--- config.mk ---
export PLATFORM = sky130hd
export DESIGN_NAME = dense_sequencer_flat
export DESIGN_NICKNAME = d
export VERILOG_FILES = /design/src/rtl/dense_sequencer_if.sv /design/src/rtl/dense_sequencer.sv /design/src/flat_wrapper.sv
export SDC_FILE = /design/constraint.sdc
export NUM_CORES = 1
export LEC_CHECK = 0
export CORE_ASPECT_RATIO = 1.75
export CORE_MARGIN = 5
export CORE_UTILIZATION = 47
export CTS_BUF_LIST = sky130_fd_sc_hd__clkbuf_8
export CTS_CLUSTER_SIZE = 20
export DETAILED_ROUTE_END_ITERATION = 10
export GPL_TIMING_DRIVEN = 0
export PLACE_DENSITY = 0.83
export SYNTH_ARGS = -nofsm -noshare
export SYNTH_HDL_FRONTEND = slang
export SYNTH_SLANG_ARGS = --single-unit
--- constraint.sdc ---
create_clock -name clock -period 3.5 [get_ports clock]
set_clock_uncertainty 0.2 [all_clocks]
set_input_delay 0.35 -clock clock [delete_from_list [all_inputs] [get_ports clock]]
set_output_delay 0.35 -clock clock [all_outputs]
set_load 0.005 [all_outputs]
--- src/rtl/dense_sequencer_if.sv ---
// Handshake/config and datapath-control bundle between the network controller,
// the dense-layer sequencer and the MAC/memory side.
interface dense_sequencer_if #(
    parameter int LEN_W    = 11,
    parameter int W_ADDR_W = 20
);
    logic                start;
    logic                abort;
    logic [LEN_W-1:0]    cfg_in_len;
    logic [LEN_W-1:0]    cfg_out_len;
    logic [W_ADDR_W-1:0] cfg_w_base;
    logic                cfg_relu;
    logic                busy;
    logic                done;
    logic                cfg_err;
    logic                buf_sel;
    logic                rd_en;
    logic [W_ADDR_W-1:0] w_addr;
    logic [LEN_W-1:0]    b_addr;
    logic [LEN_W-1:0]    a_addr;
    logic                acc_load_bias;
    logic                acc_en;
    logic                res_wr_en;
    logic [LEN_W-1:0]    res_wr_addr;
    logic                res_relu;

    modport master (
        output start, abort, cfg_in_len, cfg_out_len, cfg_w_base, cfg_relu,
        input  busy, done, cfg_err, buf_sel, rd_en, w_addr, b_addr, a_addr,
               acc_load_bias, acc_en, res_wr_en, res_wr_addr, res_relu
    );

    modport slave (
        input  start, abort, cfg_in_len, cfg_out_len, cfg_w_base, cfg_relu,
        output busy, done, cfg_err, buf_sel, rd_en, w_addr, b_addr, a_addr,
               acc_load_bias, acc_en, res_wr_en, res_wr_addr, res_relu
    );
endinterface

--- src/rtl/dense_sequencer.sv ---
// Dense-layer sequencer: walks bias/MAC/drain/write per neuron over a shared MAC and ping-pong buffers.
// Outputs are registered (one cycle behind state); no backpressure, start is ignored while busy.
module dense_sequencer #(
    parameter int MAX_LEN  = 1024,
    parameter int W_ADDR_W = 20,
    parameter int RD_LAT   = 1
) (
    input  logic             clock,
    input  logic             reset_n,
    dense_sequencer_if.slave io_sif
);
    localparam int LEN_W = $clog2(MAX_LEN) + 1;
    localparam logic [LEN_W-1:0]    LEN_ONE    = LEN_W'(1);
    localparam logic [W_ADDR_W-1:0] WP_ONE     = W_ADDR_W'(1);
    localparam logic [1:0]          DRAIN_LAST = 2'(RD_LAT - 1);

    typedef enum logic [2:0] {S_IDLE, S_BIAS, S_MAC, S_DRAIN, S_WRITE, S_DONE} state_t;

    state_t              r_state, w_next;
    logic [LEN_W-1:0]    r_in_len, r_out_len, r_o, r_i;
    logic [W_ADDR_W-1:0] r_wp;
    logic                r_relu;
    logic [1:0]          r_drain;

    logic                w_start_ok, w_zero_len, w_abort_busy;
    logic                w_rd_en, w_rd_bias, w_res_wr, w_done, w_busy, w_cfg_err;

    logic                r_rd_en, r_rd_bias, r_res_wr_en, r_res_relu;
    logic                r_done, r_busy, r_cfg_err, r_buf_sel;
    logic [RD_LAT-1:0]   r_lb_dly, r_en_dly;
    logic [W_ADDR_W-1:0] r_w_addr;
    logic [LEN_W-1:0]    r_b_addr, r_a_addr, r_res_wr_addr;

    assign w_start_ok   = io_sif.start && !io_sif.abort;
    assign w_zero_len   = (io_sif.cfg_in_len == '0) || (io_sif.cfg_out_len == '0);
    assign w_abort_busy = io_sif.abort && (r_state != S_IDLE);

    always_ff @(posedge clock or negedge reset_n) begin
        if (!reset_n) r_state <= S_IDLE;
        else          r_state <= w_next;
    end

    always_comb begin
        w_next = r_state;
        case (r_state)
            S_IDLE:  if (w_start_ok && !w_zero_len) w_next = S_BIAS;
            S_BIAS:  w_next = S_MAC;
            S_MAC:   if (r_i == r_in_len - LEN_ONE) w_next = S_DRAIN;
            S_DRAIN: if (r_drain == DRAIN_LAST) w_next = S_WRITE;
            S_WRITE: w_next = (r_o == r_out_len - LEN_ONE) ? S_DONE : S_BIAS;
            S_DONE:  w_next = S_IDLE;
            default: w_next = S_IDLE;
        endcase
        if (w_abort_busy) w_next = S_IDLE;
    end

    always_comb begin
        w_rd_en   = 1'b0;
        w_rd_bias = 1'b0;
        w_res_wr  = 1'b0;
        w_done    = 1'b0;
        w_busy    = (r_state != S_IDLE);
        w_cfg_err = 1'b0;
        case (r_state)
            S_IDLE:  w_cfg_err = w_start_ok && w_zero_len;
            S_BIAS:  begin w_rd_en = 1'b1; w_rd_bias = 1'b1; end
            S_MAC:   w_rd_en  = 1'b1;
            S_WRITE: w_res_wr = 1'b1;
            S_DONE:  w_done   = 1'b1;
            default: ;
        endcase
    end

    // The running weight pointer replaces base + o*in_len + i; it wraps naturally.
    always_ff @(posedge clock or negedge reset_n) begin
        if (!reset_n) begin
            r_in_len  <= '0;
            r_out_len <= '0;
            r_relu    <= 1'b0;
            r_wp      <= '0;
            r_o       <= '0;
            r_i       <= '0;
            r_drain   <= '0;
        end else begin
            case (r_state)
                S_IDLE: if (w_start_ok) begin
                    r_in_len  <= io_sif.cfg_in_len;
                    r_out_len <= io_sif.cfg_out_len;
                    r_relu    <= io_sif.cfg_relu;
                    r_wp      <= io_sif.cfg_w_base;
                    r_o       <= '0;
                end
                S_BIAS:  begin r_i <= '0; r_drain <= '0; end
                S_MAC:   begin r_i <= r_i + LEN_ONE; r_wp <= r_wp + WP_ONE; end
                S_DRAIN: r_drain <= r_drain + 2'd1;
                S_WRITE: if (r_o != r_out_len - LEN_ONE) r_o <= r_o + LEN_ONE;
                default: ;
            endcase
        end
    end

    always_ff @(posedge clock or negedge reset_n) begin
        if (!reset_n) begin
            r_rd_en       <= 1'b0;
            r_rd_bias     <= 1'b0;
            r_lb_dly      <= '0;
            r_en_dly      <= '0;
            r_res_wr_en   <= 1'b0;
            r_res_relu    <= 1'b0;
            r_done        <= 1'b0;
            r_busy        <= 1'b0;
            r_cfg_err     <= 1'b0;
            r_buf_sel     <= 1'b0;
            r_w_addr      <= '0;
            r_b_addr      <= '0;
            r_a_addr      <= '0;
            r_res_wr_addr <= '0;
        end else if (w_abort_busy) begin
            // Kill in-flight strobes so the MAC never sees a partial neuron.
            r_rd_en     <= 1'b0;
            r_rd_bias   <= 1'b0;
            r_lb_dly    <= '0;
            r_en_dly    <= '0;
            r_res_wr_en <= 1'b0;
            r_res_relu  <= 1'b0;
            r_done      <= 1'b0;
            r_busy      <= 1'b0;
            r_cfg_err   <= 1'b0;
        end else begin
            r_rd_en     <= w_rd_en;
            r_rd_bias   <= w_rd_bias;
            r_lb_dly[0] <= r_rd_en && r_rd_bias;
            r_en_dly[0] <= r_rd_en && !r_rd_bias;
            for (int k = 1; k < RD_LAT; k++) begin
                r_lb_dly[k] <= r_lb_dly[k-1];
                r_en_dly[k] <= r_en_dly[k-1];
            end
            r_res_wr_en <= w_res_wr;
            r_res_relu  <= w_res_wr && r_relu;
            r_done      <= w_done;
            r_busy      <= w_busy;
            r_cfg_err   <= w_cfg_err;
            if (r_state == S_DONE) r_buf_sel <= !r_buf_sel;
            if (r_state == S_BIAS) r_b_addr <= r_o;
            if (r_state == S_MAC) begin
                r_a_addr <= r_i;
                r_w_addr <= r_wp;
            end
            if (r_state == S_WRITE) r_res_wr_addr <= r_o;
        end
    end

    assign io_sif.busy          = r_busy;
    assign io_sif.done          = r_done;
    assign io_sif.cfg_err       = r_cfg_err;
    assign io_sif.buf_sel       = r_buf_sel;
    assign io_sif.rd_en         = r_rd_en;
    assign io_sif.w_addr        = r_w_addr;
    assign io_sif.b_addr        = r_b_addr;
    assign io_sif.a_addr        = r_a_addr;
    assign io_sif.acc_load_bias = r_lb_dly[RD_LAT-1];
    assign io_sif.acc_en        = r_en_dly[RD_LAT-1];
    assign io_sif.res_wr_en     = r_res_wr_en;
    assign io_sif.res_wr_addr   = r_res_wr_addr;
    assign io_sif.res_relu      = r_res_relu;
endmodule

--- src/flat_wrapper.sv ---
// flat-port wrapper written by rule: the top's interface ports become plain ports
module dense_sequencer_flat 
#(
    parameter int MAX_LEN  = 1024,
    parameter int W_ADDR_W = 20,
    parameter int RD_LAT   = 1
)
  (clock, reset_n, io_sif_start, io_sif_abort, io_sif_cfg_in_len, io_sif_cfg_out_len, io_sif_cfg_w_base, io_sif_cfg_relu, io_sif_busy, io_sif_done, io_sif_cfg_err, io_sif_buf_sel, io_sif_rd_en, io_sif_w_addr, io_sif_b_addr, io_sif_a_addr, io_sif_acc_load_bias, io_sif_acc_en, io_sif_res_wr_en, io_sif_res_wr_addr, io_sif_res_relu);
  dense_sequencer_if #(.LEN_W((11)), .W_ADDR_W(W_ADDR_W)) io_sif_i ();
  input  logic clock;
  input  logic reset_n;
  input wire logic [$bits(io_sif_i.start)-1:0] io_sif_start;
  input wire logic [$bits(io_sif_i.abort)-1:0] io_sif_abort;
  input wire logic [$bits(io_sif_i.cfg_in_len)-1:0] io_sif_cfg_in_len;
  input wire logic [$bits(io_sif_i.cfg_out_len)-1:0] io_sif_cfg_out_len;
  input wire logic [$bits(io_sif_i.cfg_w_base)-1:0] io_sif_cfg_w_base;
  input wire logic [$bits(io_sif_i.cfg_relu)-1:0] io_sif_cfg_relu;
  output wire logic [$bits(io_sif_i.busy)-1:0] io_sif_busy;
  output wire logic [$bits(io_sif_i.done)-1:0] io_sif_done;
  output wire logic [$bits(io_sif_i.cfg_err)-1:0] io_sif_cfg_err;
  output wire logic [$bits(io_sif_i.buf_sel)-1:0] io_sif_buf_sel;
  output wire logic [$bits(io_sif_i.rd_en)-1:0] io_sif_rd_en;
  output wire logic [$bits(io_sif_i.w_addr)-1:0] io_sif_w_addr;
  output wire logic [$bits(io_sif_i.b_addr)-1:0] io_sif_b_addr;
  output wire logic [$bits(io_sif_i.a_addr)-1:0] io_sif_a_addr;
  output wire logic [$bits(io_sif_i.acc_load_bias)-1:0] io_sif_acc_load_bias;
  output wire logic [$bits(io_sif_i.acc_en)-1:0] io_sif_acc_en;
  output wire logic [$bits(io_sif_i.res_wr_en)-1:0] io_sif_res_wr_en;
  output wire logic [$bits(io_sif_i.res_wr_addr)-1:0] io_sif_res_wr_addr;
  output wire logic [$bits(io_sif_i.res_relu)-1:0] io_sif_res_relu;
  assign io_sif_i.start = io_sif_start;
  assign io_sif_i.abort = io_sif_abort;
  assign io_sif_i.cfg_in_len = io_sif_cfg_in_len;
  assign io_sif_i.cfg_out_len = io_sif_cfg_out_len;
  assign io_sif_i.cfg_w_base = io_sif_cfg_w_base;
  assign io_sif_i.cfg_relu = io_sif_cfg_relu;
  assign io_sif_busy = io_sif_i.busy;
  assign io_sif_done = io_sif_i.done;
  assign io_sif_cfg_err = io_sif_i.cfg_err;
  assign io_sif_buf_sel = io_sif_i.buf_sel;
  assign io_sif_rd_en = io_sif_i.rd_en;
  assign io_sif_w_addr = io_sif_i.w_addr;
  assign io_sif_b_addr = io_sif_i.b_addr;
  assign io_sif_a_addr = io_sif_i.a_addr;
  assign io_sif_acc_load_bias = io_sif_i.acc_load_bias;
  assign io_sif_acc_en = io_sif_i.acc_en;
  assign io_sif_res_wr_en = io_sif_i.res_wr_en;
  assign io_sif_res_wr_addr = io_sif_i.res_wr_addr;
  assign io_sif_res_relu = io_sif_i.res_relu;
  dense_sequencer #(.MAX_LEN(MAX_LEN), .W_ADDR_W(W_ADDR_W), .RD_LAT(RD_LAT)) u_core (.clock(clock), .reset_n(reset_n), .io_sif(io_sif_i));
endmodule
Word level (Yosys, flattened, before mapping). Cells that the tools add are included.

Add/sub/neg operators: 6. Mux-type cells: 27. Divide/modulo/power cells: 0. Order comparisons: 0. Bitwise gates (word level): 1. Multipliers: 0. Equality and inequality tests: 13. Shift operators: 0. Reductions and logical operators: 30.

Operator list (number): $pmux W11 S2 (2); $pmux W20 S2 (1); $add A11 B1 Y11 const B (2); $eq A11 B11 Y1 (2); $logic_not A11 Y1 (2); $mux W11 (2); $sub A11 B1 Y11 const B (2); $add A20 B1 Y20 const B (1); $mux W20 (1); $mux W3 (5); $pmux W3 S5 (1); $mux W1 (14); $reduce_and A2 Y1 (6); $ne A11 B11 Y1 (1); $ne A3 B1 Y1 const B (3); $reduce_bool A2 Y1 (4); $logic_and A1 B1 Y1 (7); $eq A3 B2 Y1 const B (2); $eq A3 B3 Y1 const B (2); $reduce_and A3 Y1 (2); $logic_not A1 Y1 (4); $ne A2 B1 Y1 const B (2); $pmux W2 S2 (1); $eq A3 B1 Y1 const B (1); other kinds (7) (7).

Bits in latches: 0. Word-level logic and storage cells: 99. Memories kept: 0. Register bits: 133. Memory bits (read-only): 0. Memory bits (writable): 0.

Depth between registers and ports, before layout. Gate-level depths: netlist of run 1.

Depth in word-level cells: 7. Gate-level depth with buffers: 11. Gate-level depth less buffers: 9.

Worst setup path before layout of run 1. Ideal clock, no wire load.

Kind: reg2reg. From: register u_core.r_out_len[6]. To: register u_core.r_o[0]. Cell stages (with the launch flop): 11. Path slack: 0.901 ns. Data required time: 3.182 ns. Arrival time: 2.281 ns. Cells stage by stage: dfrtp_1 -> buf_6 -> or4_4 -> a2111oi_4 -> o32ai_1 -> nand4bb_4 -> o21ai_2 -> buf_6 -> buf_12 -> nor3_2 -> a21o_1.

Cells in the longest elaborated chain, start to end: 4.

Ends and longest elaborated chain: start: declaration (RTL line dense_sequencer.sv:20) `logic [LEN_W-1:0] r_in_len, r_out_len, r_o, r_i;`; start signal: assignment (RTL line dense_sequencer.sv:88) `r_out_len <= io_sif.cfg_out_len;`; $sub A11 B1 Y11 (RTL line dense_sequencer.sv:96) `S_WRITE: if (r_o != r_out_len - LEN_ONE) r_o <= r_o + LEN_ONE;`; $ne A11 B11 Y1 (RTL line dense_sequencer.sv:96); $ne A2 B1 Y1 (no source line); $reduce_and A3 Y1 (no source line); end signal: assignment (RTL line dense_sequencer.sv:96); end: declaration (RTL line dense_sequencer.sv:20).

Every way passes these cells. A chain may end at the register's enable or synchronous reset.

Worst setup path in the final report of run 1.
From: register u_core.r_state[0]. To: register u_core.r_b_addr[5], in the netlist u_core.io_sif.b_addr[5].

Cells in the longest elaborated chain, start to end: 4. Elaborated cells between the ends (all ways): 5. Classes of those cells: eq/ne (1); bitwise (1); reduce/logical (3).

Ends and longest elaborated chain: start: declaration (RTL line dense_sequencer.sv:19) `state_t r_state, w_next;`; start signal: assignment (RTL line dense_sequencer.sv:40) `else r_state <= w_next;`; $reduce_bool A3 Y1 (RTL line dense_sequencer.sv:36) `assign w_abort_busy = io_sif.abort && (r_state != S_IDLE);`; $logic_and A1 B1 Y1 (RTL line dense_sequencer.sv:36); $not A1 Y1 (no source line); $reduce_and A2 Y1 (no source line) (*); end signal: assignment (RTL line dense_sequencer.sv:144) `if (r_state == S_BIAS) r_b_addr <= r_o;`; end: declaration (RTL line dense_sequencer.sv:32) `logic [LEN_W-1:0] r_b_addr, r_a_addr, r_res_wr_addr;`.

Every way passes the cells marked *; elsewhere a longest branch is shown, timed or not.

==> out/qor.txt, run 1 <==
CTS clk-pin slew, worst paths = 70 ps
Max Freq = 0.331 GHz
Design area = 8370 sq um
Routed wire per std cell = 17.8 microns
Slew Viols, Final = 0
Flops & latches, synth = 133
Placer Congestion = 0.905
GRT Total Usage = 0.212
Clock Sink Count = 133
First-pass GRT wire length = 27.7 mm
Ys Warns = 0
Drt via density = 5.69
Worst slew pin tran = 771 ps
Nature of the critical path endpoint = register
RSZ-0062 raised after global routing = no
Startpoint Class = register
Syn Inst Count = 652
Outcome = finished, final reports clean
DP Cell Count = 938
Fin cells = 971
Initial Utilization = 0.476
Fraction of layout cells with a size suffix above 1 = 0.146
Syn Nets = 705
Die outline area = 16600 sq um
Avg Inst Size Synth = 10.1 sq um
CP max FO = 10
Synth top area cells = dfrtp_1, mux2_2, nand2_1
Hold_buf cts = 1
Initial antenna violation count = 0
DRC viols = 0
H-tree depth = 4
Remaining Overflow, GRT = 0
Crit path kind = register to register
DRT iter0 DRCs = 303
Total Negative Setup Slacks = 0 ps
# fillers = 1166
R2R depth = 7
HPWL after detailed placement = 12.7 mm
CTS max path bufs = 2
Total wire length = 17.2 mm
Max-slew headroom = 0.486
Leakage power = 3.62 nW
# nets final = 834
WHS Path Cells = 1
Post-cts gate resize count = 0
Crit path DAT = 3140 ps
Flop2flop setup slack = 480 ps
Max IR drop VDD = 0.316 mV
P&R area growth vs syn = 27.1%
Largest net degree at the start of global routing = 73
Post-synth top area cell = dfrtp_1
Register area share after synthesis = 0.505
Die W = 99.5 microns
Cell Area, Placed = 7920 sq um
Fin crit share = 0.864
Post-CTS Setup Inserts = 0
Yosys cell types = 65
RR Startpoint = u_core.r_state[0]$_DFFE_PN0P_
Vias post-DR = 5522
TritonRoute pass-1 iters = 5
Post-synth top cells = dfrtp_1, nand2_1, mux2_2, nor2_1, o21ai_0
Vias in the first global route = 5624
ANT cells = 0
Clk root buf = clkbuf_8
Max cap viols = 0
Final Hold Viols = 0
Tmin final = 3020 ps
Core ar. = 13800 sq um
Critical Path RT = 3620 ps
Routed Antenna Nets = 0
CTS tree = built
Worst hold endpoint = u_core.io_sif.acc_en$_DFF_PN0_
Most common cell in the netlist = dfrtp_1
Num ports = 109
Clock latency on the worst-skew pair = 440 ps
# setup viols final = 0
Area of the multi-input gates = 3010 sq um
Main synth FF type = dfrtp_1
CTS Buf Count = 17
Row count = 57
Post-synth EDFFs = 0
Hold Path Origin = u_core.r_rd_bias$_DFF_PN0_
Seq. cell area = 3330 sq um
Hold WC Path Type = register to register
Yosys top cell area share = 0.505
Async set-reset flop share out of synthesis = 1.00
Pwr Density = 570 nW/um^2
Worst reg2reg endpoint = u_core.io_sif.b_addr[5]$_DFFE_PN0P_
Port bufs = 108
Synthesized area = 6590 sq um
Die height = 167 microns
-- per-layer routing --
layer | global-route usage | wire, microns | up-vias
met3 | 0.0452 | 898 | 56
li1 | - | - | 2578
met4 | 0.112 | 773 | 0
met2 | 0.384 | 9370 | 214
met5 | 0 | 0 | -
met1 | 0.227 | 6200 | 2674
-- registers in the layout (all words and copies together) (netlist names), 2 cells and up --
register	count
u_core.io_sif.b_addr	11
u_core.io_sif.w_addr	20
u_core.r_in_len	11
u_core.r_out_len	11
u_core.r_state	3
u_core.io_sif.res_wr_addr	11
u_core.r_wp	20
u_core.r_drain	2
u_core.r_i	11
u_core.r_o	11
u_core.io_sif.a_addr	11
-- through the flow --
step	setup WS (ps)	hold WS (ps)	utilization	power, mW
2_1_floorplan	901	-146	-	2.78
3_3_place_gp	-3320	208	0.570	3.33
3_5_place_dp	513	170	0.572	3.37
4_1_cts	487	225	0.605	4.80
5_1_grt	271	256	0.605	5.01
6_report	478	222	0.605	4.77
-- report_power, final --
part / leakage [nW] / internal, mW / switching (mW)
sequential: 1.73 / 1.82 / 0.289
clock: 0.229 / 0.813 / 0.599
combinational: 1.66 / 0.674 / 0.581
-- critical path, stage by stage (launching register included) --
cell and delay, ps:
dfrtp_1 350, clkbuf_1 320, nor2b_1 380, nand2b_1 90, clkbuf_1 220, nor2_1 290
buf_1 630, mux2_2 410
-- logic make-up (layout without fill, tap and decap cells) --
family / count (synthesis) / count (layout) / synth area share
xor+xnor: 27 / 27 / 0.0359
mux: 54 / 54 / 0.0921
compound gates: 121 / 121 / 0.124
flops: 133 / 133 / 0.505
buf+inv: 55 / 197 / 0.0382
fa+ha+maj: 6 / 6 / 0.0114
simple gates: 256 / 256 / 0.193
-- cell type report --
class                   count  area share
plain buffers              39      0.0229
clock buffers              19      0.0312
clock inverters            13      0.0215
inverters                  16     0.00717
multi-input cells         464       0.359
flip-flops and latches    133       0.398
well taps                 177      0.0265
repair buffers            110       0.134
-- cell usage in the layout (no fill, tap or decap), types with 7 or more instances in the layout --
| master | count |
|---|---|
| a21oi_1 | 26 |
| and3_1 | 9 |
| clkbuf_1 | 27 |
| clkbuf_8 | 19 |
| clkdlybuf4s50_1 | 107 |
| dfrtp_1 | 133 |
| inv_1 | 18 |
| mux2_2 | 53 |
| nand2_1 | 95 |
| nand3_1 | 27 |
| nand4_1 | 7 |
| nor2_1 | 49 |
| nor3_1 | 20 |
| nor4_1 | 10 |
| o21ai_0 | 36 |
| xnor2_1 | 14 |
| xor2_1 | 13 |
-- how the worst max path moves through the flow --
stage | depth (start not counted) | start | end | slack (ps)
floorplan | 10 | u_core.r_out_len[6]$_DFFE_PN0P_ | u_core.r_o[0]$_DFFE_PN0P_ | 900
global placement | 1 | reset_n | u_core.r_out_len[6]$_DFFE_PN0P_ | -3320
detailed placement | 7 | u_core.r_state[0]$_DFFE_PN0P_ | u_core.io_sif.b_addr[5]$_DFFE_PN0P_ | 510
CTS | 7 | u_core.r_state[0]$_DFFE_PN0P_ | u_core.io_sif.b_addr[5]$_DFFE_PN0P_ | 490
global route | 7 | u_core.r_state[0]$_DFFE_PN0P_ | u_core.io_sif.b_addr[5]$_DFFE_PN0P_ | 270
finish | 7 | u_core.r_state[0]$_DFFE_PN0P_ | u_core.io_sif.b_addr[5]$_DFFE_PN0P_ | 480
(Power assumes the default switching activity.)
==> run 2, diff against run 1 <==
- clock period: 3.5 -> 3.9 ns (I/O delays scaled with it)
==> results of run 2 <==
The final DEF is identical to that of run 1. Status: finished, final reports clean.
Among the figures that moved: setup slack after placement 513 ps -> 913 ps; setup slack after layout 478 ps -> 878 ps; register-to-register setup slack 480 ps -> 880 ps; total power 4.77 mW -> 4.28 mW; worst IR drop on VDD 0.316 mV -> 0.283 mV
